===== config.mk =====
export PLATFORM = sky130hd
export DESIGN_NAME = ucsbece154a_instr_encoder_flat
export DESIGN_NICKNAME = d
export VERILOG_FILES = /design/src/rtl/ucsbece154a_instr_encoder_pkg.sv /design/src/rtl/ucsbece154a_instr_encoder_if.sv /design/src/rtl/ucsbece154a_instr_pack.sv /design/src/rtl/ucsbece154a_instr_encoder.sv /design/src/flat_wrapper.sv
export SDC_FILE = /design/constraint.sdc
export NUM_CORES = 1
export LEC_CHECK = 0
export BUFFER_PORTS_ARGS = -buffer_cell sky130_fd_sc_hd__buf_2
export CORE_UTILIZATION = 50
export DETAILED_ROUTE_END_ITERATION = 6
export PLACE_DENSITY_LB_ADDON = 0.12
export SYNTH_ARGS = -nofsm -noshare
export SYNTH_HDL_FRONTEND = slang
export SYNTH_SLANG_ARGS = --single-unit

===== constraint.sdc =====
create_clock -name clk -period 6.06 [get_ports clk]
set_input_delay 0.303 -clock clk [delete_from_list [all_inputs] [get_ports clk]]
set_output_delay 0.303 -clock clk [all_outputs]
set_load 0.03 [all_outputs]

===== src/rtl/ucsbece154a_instr_encoder_pkg.sv =====
// rtl/ucsbece154a_instr_encoder_pkg.sv - shared constants and types for the RV32I instruction encoder
package ucsbece154a_instr_encoder_pkg;

    typedef enum logic [1:0] {
        ST_IDLE,
        ST_ENCODE,
        ST_WRITE,
        ST_ERROR
    } state_t;

    localparam logic [31:0] BASE_RESET = 32'h0000_0000;

    localparam logic [2:0] CLS_LW  = 3'd0;
    localparam logic [2:0] CLS_SW  = 3'd1;
    localparam logic [2:0] CLS_R   = 3'd2;
    localparam logic [2:0] CLS_BEQ = 3'd3;
    localparam logic [2:0] CLS_I   = 3'd4;
    localparam logic [2:0] CLS_JAL = 3'd5;
    localparam logic [2:0] CLS_LUI = 3'd6;
    localparam logic [2:0] CLS_ILL = 3'd7;

    localparam logic [6:0] OP_LW  = 7'b0000011;
    localparam logic [6:0] OP_SW  = 7'b0100011;
    localparam logic [6:0] OP_R   = 7'b0110011;
    localparam logic [6:0] OP_BEQ = 7'b1100011;
    localparam logic [6:0] OP_I   = 7'b0010011;
    localparam logic [6:0] OP_JAL = 7'b1101111;
    localparam logic [6:0] OP_LUI = 7'b0110111;

    localparam logic [2:0] ERR_NONE  = 3'd0;
    localparam logic [2:0] ERR_CLASS = 3'd1;
    localparam logic [2:0] ERR_RANGE = 3'd2;
    localparam logic [2:0] ERR_ALIGN = 3'd3;
    localparam logic [2:0] ERR_FUNCT = 3'd4;

    // Only the ALU ops the single-cycle core implements: add/sub, slt, or, and.
    function automatic logic funct3_legal(input logic [2:0] f3);
        return (f3 == 3'b000) || (f3 == 3'b010) || (f3 == 3'b110) || (f3 == 3'b111);
    endfunction

endpackage


===== src/rtl/ucsbece154a_instr_encoder_if.sv =====
// rtl/ucsbece154a_instr_encoder_if.sv - request, memory-write and status bundle of the encoder
interface ucsbece154a_instr_encoder_if;
    logic        load_base_i;
    logic [31:0] base_addr_i;
    logic        req_valid_i;
    logic        req_ready_o;
    logic [2:0]  req_class_i;
    logic [4:0]  req_rd_i;
    logic [4:0]  req_rs1_i;
    logic [4:0]  req_rs2_i;
    logic [2:0]  req_funct3_i;
    logic        req_sub_i;
    logic [31:0] req_imm_i;
    logic        imem_we_o;
    logic [31:0] imem_addr_o;
    logic [31:0] imem_wd_o;
    logic        imem_ack_i;
    logic        err_o;
    logic [2:0]  err_code_o;
    logic        clear_i;
    logic [15:0] words_o;

    modport slave (
        input  load_base_i, base_addr_i, req_valid_i, req_class_i, req_rd_i, req_rs1_i,
               req_rs2_i, req_funct3_i, req_sub_i, req_imm_i, imem_ack_i, clear_i,
        output req_ready_o, imem_we_o, imem_addr_o, imem_wd_o, err_o, err_code_o, words_o
    );

    modport master (
        output load_base_i, base_addr_i, req_valid_i, req_class_i, req_rd_i, req_rs1_i,
               req_rs2_i, req_funct3_i, req_sub_i, req_imm_i, imem_ack_i, clear_i,
        input  req_ready_o, imem_we_o, imem_addr_o, imem_wd_o, err_o, err_code_o, words_o
    );
endinterface


===== src/rtl/ucsbece154a_instr_pack.sv =====
// rtl/ucsbece154a_instr_pack.sv - combinational field packer and legality checker
module ucsbece154a_instr_pack
    import ucsbece154a_instr_encoder_pkg::*;
(
    input  logic [2:0]  i_class,
    input  logic [4:0]  i_rd,
    input  logic [4:0]  i_rs1,
    input  logic [4:0]  i_rs2,
    input  logic [2:0]  i_funct3,
    input  logic        i_sub,
    input  logic [31:0] i_imm,
    output logic [31:0] o_word,
    output logic [2:0]  o_err
);

    logic signed [31:0] w_simm;
    logic [2:0]         w_imm_err;
    logic               w_funct_bad;

    assign w_simm = i_imm;

    always_comb begin
        o_word    = '0;
        w_imm_err = ERR_NONE;
        case (i_class)
            CLS_LW: begin
                o_word = {i_imm[11:0], i_rs1, 3'b010, i_rd, OP_LW};
                if (w_simm < -32'sd2048 || w_simm > 32'sd2047) w_imm_err = ERR_RANGE;
            end
            CLS_SW: begin
                o_word = {i_imm[11:5], i_rs2, i_rs1, 3'b010, i_imm[4:0], OP_SW};
                if (w_simm < -32'sd2048 || w_simm > 32'sd2047) w_imm_err = ERR_RANGE;
            end
            CLS_R: begin
                o_word = {1'b0, i_sub, 5'b00000, i_rs2, i_rs1, i_funct3, i_rd, OP_R};
            end
            CLS_BEQ: begin
                o_word = {i_imm[12], i_imm[10:5], i_rs2, i_rs1, 3'b000, i_imm[4:1], i_imm[11], OP_BEQ};
                if (w_simm < -32'sd4096 || w_simm > 32'sd4094) w_imm_err = ERR_RANGE;
                else if (i_imm[0])                             w_imm_err = ERR_ALIGN;
            end
            CLS_I: begin
                o_word = {i_imm[11:0], i_rs1, i_funct3, i_rd, OP_I};
                if (w_simm < -32'sd2048 || w_simm > 32'sd2047) w_imm_err = ERR_RANGE;
            end
            CLS_JAL: begin
                o_word = {i_imm[20], i_imm[10:1], i_imm[11], i_imm[19:12], i_rd, OP_JAL};
                if (w_simm < -32'sd1048576 || w_simm > 32'sd1048574) w_imm_err = ERR_RANGE;
                else if (i_imm[0])                                   w_imm_err = ERR_ALIGN;
            end
            CLS_LUI: begin
                o_word = {i_imm[31:12], i_rd, OP_LUI};
                if (i_imm[11:0] != 12'd0) w_imm_err = ERR_ALIGN;
            end
            default: begin
                o_word = '0;
            end
        endcase
    end

    // The sub bit only means something for R-type add; anywhere else it is a malformed request.
    assign w_funct_bad = (((i_class == CLS_R) || (i_class == CLS_I)) && !funct3_legal(i_funct3))
                       || (i_sub && !((i_class == CLS_R) && (i_funct3 == 3'b000)));

    always_comb begin
        o_err = ERR_NONE;
        if (i_class == CLS_ILL)  o_err = ERR_CLASS;
        else if (w_funct_bad)    o_err = ERR_FUNCT;
        else                     o_err = w_imm_err;
    end

endmodule


===== src/rtl/ucsbece154a_instr_encoder.sv =====
// rtl/ucsbece154a_instr_encoder.sv - request FSM, field registers, write pointer and word counter
module ucsbece154a_instr_encoder
    import ucsbece154a_instr_encoder_pkg::*;
(
    input  logic                           clk,
    input  logic                           reset,
    ucsbece154a_instr_encoder_if.slave     bus
);

    state_t      r_state;
    state_t      w_next;
    logic [2:0]  r_class;
    logic [4:0]  r_rd;
    logic [4:0]  r_rs1;
    logic [4:0]  r_rs2;
    logic [2:0]  r_funct3;
    logic        r_sub;
    logic [31:0] r_imm;
    logic [31:0] r_ptr;
    logic [31:0] r_wd;
    logic        r_err;
    logic [2:0]  r_code;
    logic [15:0] r_words;
    logic [31:0] w_word;
    logic [2:0]  w_pack_err;
    logic        w_ready;
    logic        w_hs;

    ucsbece154a_instr_pack u_pack (
        .i_class  (r_class),
        .i_rd     (r_rd),
        .i_rs1    (r_rs1),
        .i_rs2    (r_rs2),
        .i_funct3 (r_funct3),
        .i_sub    (r_sub),
        .i_imm    (r_imm),
        .o_word   (w_word),
        .o_err    (w_pack_err)
    );

    // Gated by reset so the block never advertises readiness while held in reset.
    assign w_ready = (r_state == ST_IDLE) && !reset;
    assign w_hs    = w_ready && bus.req_valid_i;

    always_ff @(posedge clk or posedge reset) begin
        if (reset) r_state <= ST_IDLE;
        else       r_state <= w_next;
    end

    always_comb begin
        w_next = r_state;
        case (r_state)
            ST_IDLE:   if (w_hs) w_next = ST_ENCODE;
            ST_ENCODE: w_next = (w_pack_err == ERR_NONE) ? ST_WRITE : ST_ERROR;
            ST_WRITE:  if (bus.imem_ack_i) w_next = ST_IDLE;
            ST_ERROR:  if (bus.clear_i) w_next = ST_IDLE;
            default:   w_next = ST_IDLE;
        endcase
    end

    always_ff @(posedge clk or posedge reset) begin
        if (reset) begin
            r_class  <= '0;
            r_rd     <= '0;
            r_rs1    <= '0;
            r_rs2    <= '0;
            r_funct3 <= '0;
            r_sub    <= 1'b0;
            r_imm    <= '0;
            r_ptr    <= BASE_RESET;
            r_wd     <= '0;
            r_err    <= 1'b0;
            r_code   <= ERR_NONE;
            r_words  <= '0;
        end else begin
            case (r_state)
                ST_IDLE: begin
                    if (bus.load_base_i) r_ptr <= bus.base_addr_i & 32'hFFFF_FFFC;
                    if (w_hs) begin
                        r_class  <= bus.req_class_i;
                        r_rd     <= bus.req_rd_i;
                        r_rs1    <= bus.req_rs1_i;
                        r_rs2    <= bus.req_rs2_i;
                        r_funct3 <= bus.req_funct3_i;
                        r_sub    <= bus.req_sub_i;
                        r_imm    <= bus.req_imm_i;
                    end
                end
                ST_ENCODE: begin
                    if (w_pack_err == ERR_NONE) begin
                        r_wd <= w_word;
                    end else begin
                        r_err  <= 1'b1;
                        r_code <= w_pack_err;
                    end
                end
                ST_WRITE: begin
                    if (bus.imem_ack_i) begin
                        r_ptr   <= r_ptr + 32'd4;
                        r_words <= r_words + 16'd1;
                    end
                end
                ST_ERROR: begin
                    if (bus.clear_i) begin
                        r_err  <= 1'b0;
                        r_code <= ERR_NONE;
                    end
                end
                default: begin
                    r_err <= r_err;
                end
            endcase
        end
    end

    assign bus.req_ready_o = w_ready;
    assign bus.imem_we_o   = (r_state == ST_WRITE);
    assign bus.imem_addr_o = r_ptr;
    assign bus.imem_wd_o   = r_wd;
    assign bus.err_o       = r_err;
    assign bus.err_code_o  = r_code;
    assign bus.words_o     = r_words;

endmodule


===== src/flat_wrapper.sv =====
// flat-port wrapper written by rule: the top's interface ports become plain ports
module ucsbece154a_instr_encoder_flat import ucsbece154a_instr_encoder_pkg::*;
  (clk, reset, bus_load_base_i, bus_base_addr_i, bus_req_valid_i, bus_req_class_i, bus_req_rd_i, bus_req_rs1_i, bus_req_rs2_i, bus_req_funct3_i, bus_req_sub_i, bus_req_imm_i, bus_imem_ack_i, bus_clear_i, bus_req_ready_o, bus_imem_we_o, bus_imem_addr_o, bus_imem_wd_o, bus_err_o, bus_err_code_o, bus_words_o);
  ucsbece154a_instr_encoder_if bus_i ();
  input  logic clk;
  input  logic reset;
  input wire logic [$bits(bus_i.load_base_i)-1:0] bus_load_base_i;
  input wire logic [$bits(bus_i.base_addr_i)-1:0] bus_base_addr_i;
  input wire logic [$bits(bus_i.req_valid_i)-1:0] bus_req_valid_i;
  input wire logic [$bits(bus_i.req_class_i)-1:0] bus_req_class_i;
  input wire logic [$bits(bus_i.req_rd_i)-1:0] bus_req_rd_i;
  input wire logic [$bits(bus_i.req_rs1_i)-1:0] bus_req_rs1_i;
  input wire logic [$bits(bus_i.req_rs2_i)-1:0] bus_req_rs2_i;
  input wire logic [$bits(bus_i.req_funct3_i)-1:0] bus_req_funct3_i;
  input wire logic [$bits(bus_i.req_sub_i)-1:0] bus_req_sub_i;
  input wire logic [$bits(bus_i.req_imm_i)-1:0] bus_req_imm_i;
  input wire logic [$bits(bus_i.imem_ack_i)-1:0] bus_imem_ack_i;
  input wire logic [$bits(bus_i.clear_i)-1:0] bus_clear_i;
  output wire logic [$bits(bus_i.req_ready_o)-1:0] bus_req_ready_o;
  output wire logic [$bits(bus_i.imem_we_o)-1:0] bus_imem_we_o;
  output wire logic [$bits(bus_i.imem_addr_o)-1:0] bus_imem_addr_o;
  output wire logic [$bits(bus_i.imem_wd_o)-1:0] bus_imem_wd_o;
  output wire logic [$bits(bus_i.err_o)-1:0] bus_err_o;
  output wire logic [$bits(bus_i.err_code_o)-1:0] bus_err_code_o;
  output wire logic [$bits(bus_i.words_o)-1:0] bus_words_o;
  assign bus_i.load_base_i = bus_load_base_i;
  assign bus_i.base_addr_i = bus_base_addr_i;
  assign bus_i.req_valid_i = bus_req_valid_i;
  assign bus_i.req_class_i = bus_req_class_i;
  assign bus_i.req_rd_i = bus_req_rd_i;
  assign bus_i.req_rs1_i = bus_req_rs1_i;
  assign bus_i.req_rs2_i = bus_req_rs2_i;
  assign bus_i.req_funct3_i = bus_req_funct3_i;
  assign bus_i.req_sub_i = bus_req_sub_i;
  assign bus_i.req_imm_i = bus_req_imm_i;
  assign bus_i.imem_ack_i = bus_imem_ack_i;
  assign bus_i.clear_i = bus_clear_i;
  assign bus_req_ready_o = bus_i.req_ready_o;
  assign bus_imem_we_o = bus_i.imem_we_o;
  assign bus_imem_addr_o = bus_i.imem_addr_o;
  assign bus_imem_wd_o = bus_i.imem_wd_o;
  assign bus_err_o = bus_i.err_o;
  assign bus_err_code_o = bus_i.err_code_o;
  assign bus_words_o = bus_i.words_o;
  ucsbece154a_instr_encoder u_core (.clk(clk), .reset(reset), .bus(bus_i));
endmodule

==> run metrics <==
status complete, but fails checks; failing checks design-rule violations; achievable clock frequency 0.306 GHz; share of layout cells above drive strength 1 0.319; die area 0.0137 mm^2; min cycle time layout 3.27 ns; CP max FO 59; fin util 0.632; Pwr Density approximately 590 mW/mm^2; combinational power share 0.429; vias in the first global route 5437; GRT Total Usage 0.254; filler-free cell count of the finished design 1006; Distinct cells, synth 55; first-pass GRT wire length 26600 um; mapped cell area 0.00663 mm^2; crit end category register; cts bufs inserted 17; Nets 919; CTS Root Cell clkbuf_16; Gate Count Post-Synth 667; Residual DRC 1; PnR Total Power 4.74 mW; DR vias 5850; RSZ-0062 raised after global routing no; sequential power share 0.382; Congestion Overflow GR 0; Chip Width 117 um; drt via density 5.82; Syn-to-layout area delta 21.8%; leakage 3.59 nW; CTS sink cnt roughly 140; synth top area cells dfrtp_1, mux2_2, a21oi_1; internal power 2.62 mW; sw frac 0.448; 1st-pass router iterations 7; VDD IR max 266 uV; Post CTS Setup Buffer Count 0; Clk pwr share 0.188; DRT iter0 DRCs ~530; initial antenna violation count 0; Worst-Margin Slew 1.07 ns; sequential-to-total area share from yosys stat 0.517; setup TNS 0 ns; Hold Vio Cnt, Final 0; # setup viols final 0; DRT antenna net count 0; max_cap viols 0; Worst Hold Class input port to register; GPL Wtd Cong about 0.84; clk slew on worst S/H paths ~0.060 ns; switching power 2.12 mW; Setup crit start kind register; Syn Area/Cell 9.94 um^2; #FFs+latches synth around 140; pin count of the biggest net entering global routing 77; Die Ht 117 um; total core area around 0.013 mm^2; DP Wirelength 11700 um; Diodes inserted 0; H-tree levels 4; clk_lat worst skew ~0.42 ns; Initial Util 0.519; CP Class register to register; Slew headroom 0.285; CP required 6.36 ns; I/O pins 178; Most used DFF post-synth dfrtp_1; EDFF count, synth 0; routed wire length ~17000 um; Ys Warns 0; period utilization 0.540; Inst Count DP around 980; area leader, netlist dfrtp_1; Yosys top cell area share 0.517; Max Clock Skew 0.0111 ns; wire per inst between 15 and 20 um; port bufs 173; Core Rows 41; CTS tree done; asr flop ratio synth 1.00; final slew viol count 0; CTS Buffer Depth 2; Critical Path AT 3.57 ns
[cell type report]
| cell class | instances | area, um^2 |
|---|---|---|
| inverters | 17 | 68.8 |
| fillers | 1072 | 4690 |
| repair buffers | 179 | 913 |
| clock buffers | 23 | 468 |
| well taps | 172 | 215 |
| multi-input cells | 473 | 2960 |
| flip-flops and latches | 137 | 3430 |
| clock inverters | 5 | 25.0 |
[cells by family (layout without fill, tap and decap cells)]
logic type	after synthesis	count (layout)	synth area share
and+or+nand+nor	208	208	0.151
AOI/OAI and AO/OA	188	188	0.173
DFF	137	137	0.517
buffers and inverters	58	224	0.0377
muxes	57	57	0.0966
xor gates and xnor gates	16	16	0.0211
adders and majority gates	2	2	0.00377
other	1	2	0.000565
[power by group through the flow]
stage,clock (mW),combinational (mW),sequential [mW]
6_report,0.893,2.04,1.81
5_1_grt,0.949,2.23,1.87
4_1_cts,0.912,2.04,1.80
3_5_place_dp,0,2.03,1.81
3_3_place_gp,0,1.97,1.78
2_1_floorplan,0,1.16,2.09
[final timing paths]
path,startpoint,to,slack (ns),cells after the start
min in group asynchronous,reset,u_core.r_imm[26]$_DFFE_PP0P_,0.52,3
max in group asynchronous,reset,u_core.r_imm[20]$_DFFE_PP0P_,4.18,4
worst min-delay path,bus_req_class_i[2],u_core.r_class[2]$_DFFE_PP0P_,0.09,3
worst min register to register,u_core.bus.words_o[15]$_DFFE_PP0P_,u_core.bus.words_o[15]$_DFFE_PP0P_,0.47,1
worst max-delay path,u_core.r_class[1]$_DFFE_PP0P_,u_core.bus.imem_wd_o[3]$_DFFE_PP0P_,2.79,7
worst max register to register,u_core.r_class[1]$_DFFE_PP0P_,u_core.bus.imem_wd_o[3]$_DFFE_PP0P_,2.79,7
[stage by stage]
| step | cell area [um^2] | hold slack, ns | worst slack (ns) |
|---|---|---|---|
| after floorplan | 6640 | 0.389 | 2.09 |
| final | 8080 | 0.0950 | 2.79 |
| after CTS | 8080 | 0.0803 | 2.82 |
| after global routing | 8080 | 0.0964 | 2.55 |
| after detailed placement | 7580 | 0.430 | 2.84 |
| after global placement | 7580 | 0.425 | 2.92 |
[worst max-delay path: stages (launching register included)]
cell and delay (ns):
dfrtp_1 0.85, and2b_1 0.32, a21boi_0 0.12, o32a_1 0.38
a311o_1 0.35, nor4_4 0.21, buf_4 0.51, mux2_2 0.40
[sequential cells by signal (all words and copies together) (netlist names)]
signal                  count
u_core.bus.err_o            1
u_core.bus.imem_wd_o       31
u_core.r_class              3
u_core.bus.err_code_o       3
u_core.bus.imem_addr_o     30
u_core.r_rd                 5
u_core.bus.words_o         16
u_core.r_state              2
u_core.r_funct3             3
u_core.r_sub                1
u_core.r_rs2                5
u_core.r_rs1                5
u_core.r_imm               32
[Yosys cell counts, types with 2 or more instances]
cell and n:
dfrtp_1 137, a21oi_1 72, nor2_1 69, mux2_2 55
nand2_1 45, o21ai_0 42, a22oi_1 23, nand3_1 22
clkbuf_1 21, nand4_1 19, inv_1 16, xnor2_1 14
nor3_1 12, and3_1 9, nor4_1 9, a31oi_1 8
buf_2 8, o22ai_1 8, buf_1 6, buf_4 6
o2bb2ai_1 6, nand2b_1 5, or2_2 5, a2bb2oi_1 4
o21a_1 4, and2_1 3, nand3b_1 3, o211ai_1 3
a22o_1 2, a32oi_1 2, and4_1 2, ha_1 2
or3_1 2, xor2_1 2
[layout by cell type, fill, tap and decap left out, types with 5 or more instances in the layout]
cell / count
clkinv_2: 5
o22ai_1: 8
o21ai_0: 42
inv_1: 15
xnor2_1: 14
o2bb2ai_1: 6
dfrtp_1: 137
buf_2: 173
nor4_1: 9
nand4_1: 19
nor3_1: 12
a31oi_1: 8
nand3_1: 22
and3_1: 9
a21oi_1: 72
buf_4: 5
clkbuf_16: 17
or2_2: 5
nand2b_1: 5
nor2_1: 68
mux2_2: 55
nand2_1: 45
a22oi_1: 23
[metal layers]
layer  part of all wire  track usage  vias to the layer above
met5                  0            0                        -
met4              0.019        0.101                        0
met3              0.082       0.0788                       33
met2               0.46        0.389                      267
met1               0.44        0.337                     2804
li1                   -            -                     2746
[what timing repair did]
item,CTS,global route
hold buffers,1,0
setup endpoints to repair,0,0
resized for setup,0,0
hold endpoints to repair,61,0
(Power assumes the default switching activity.)
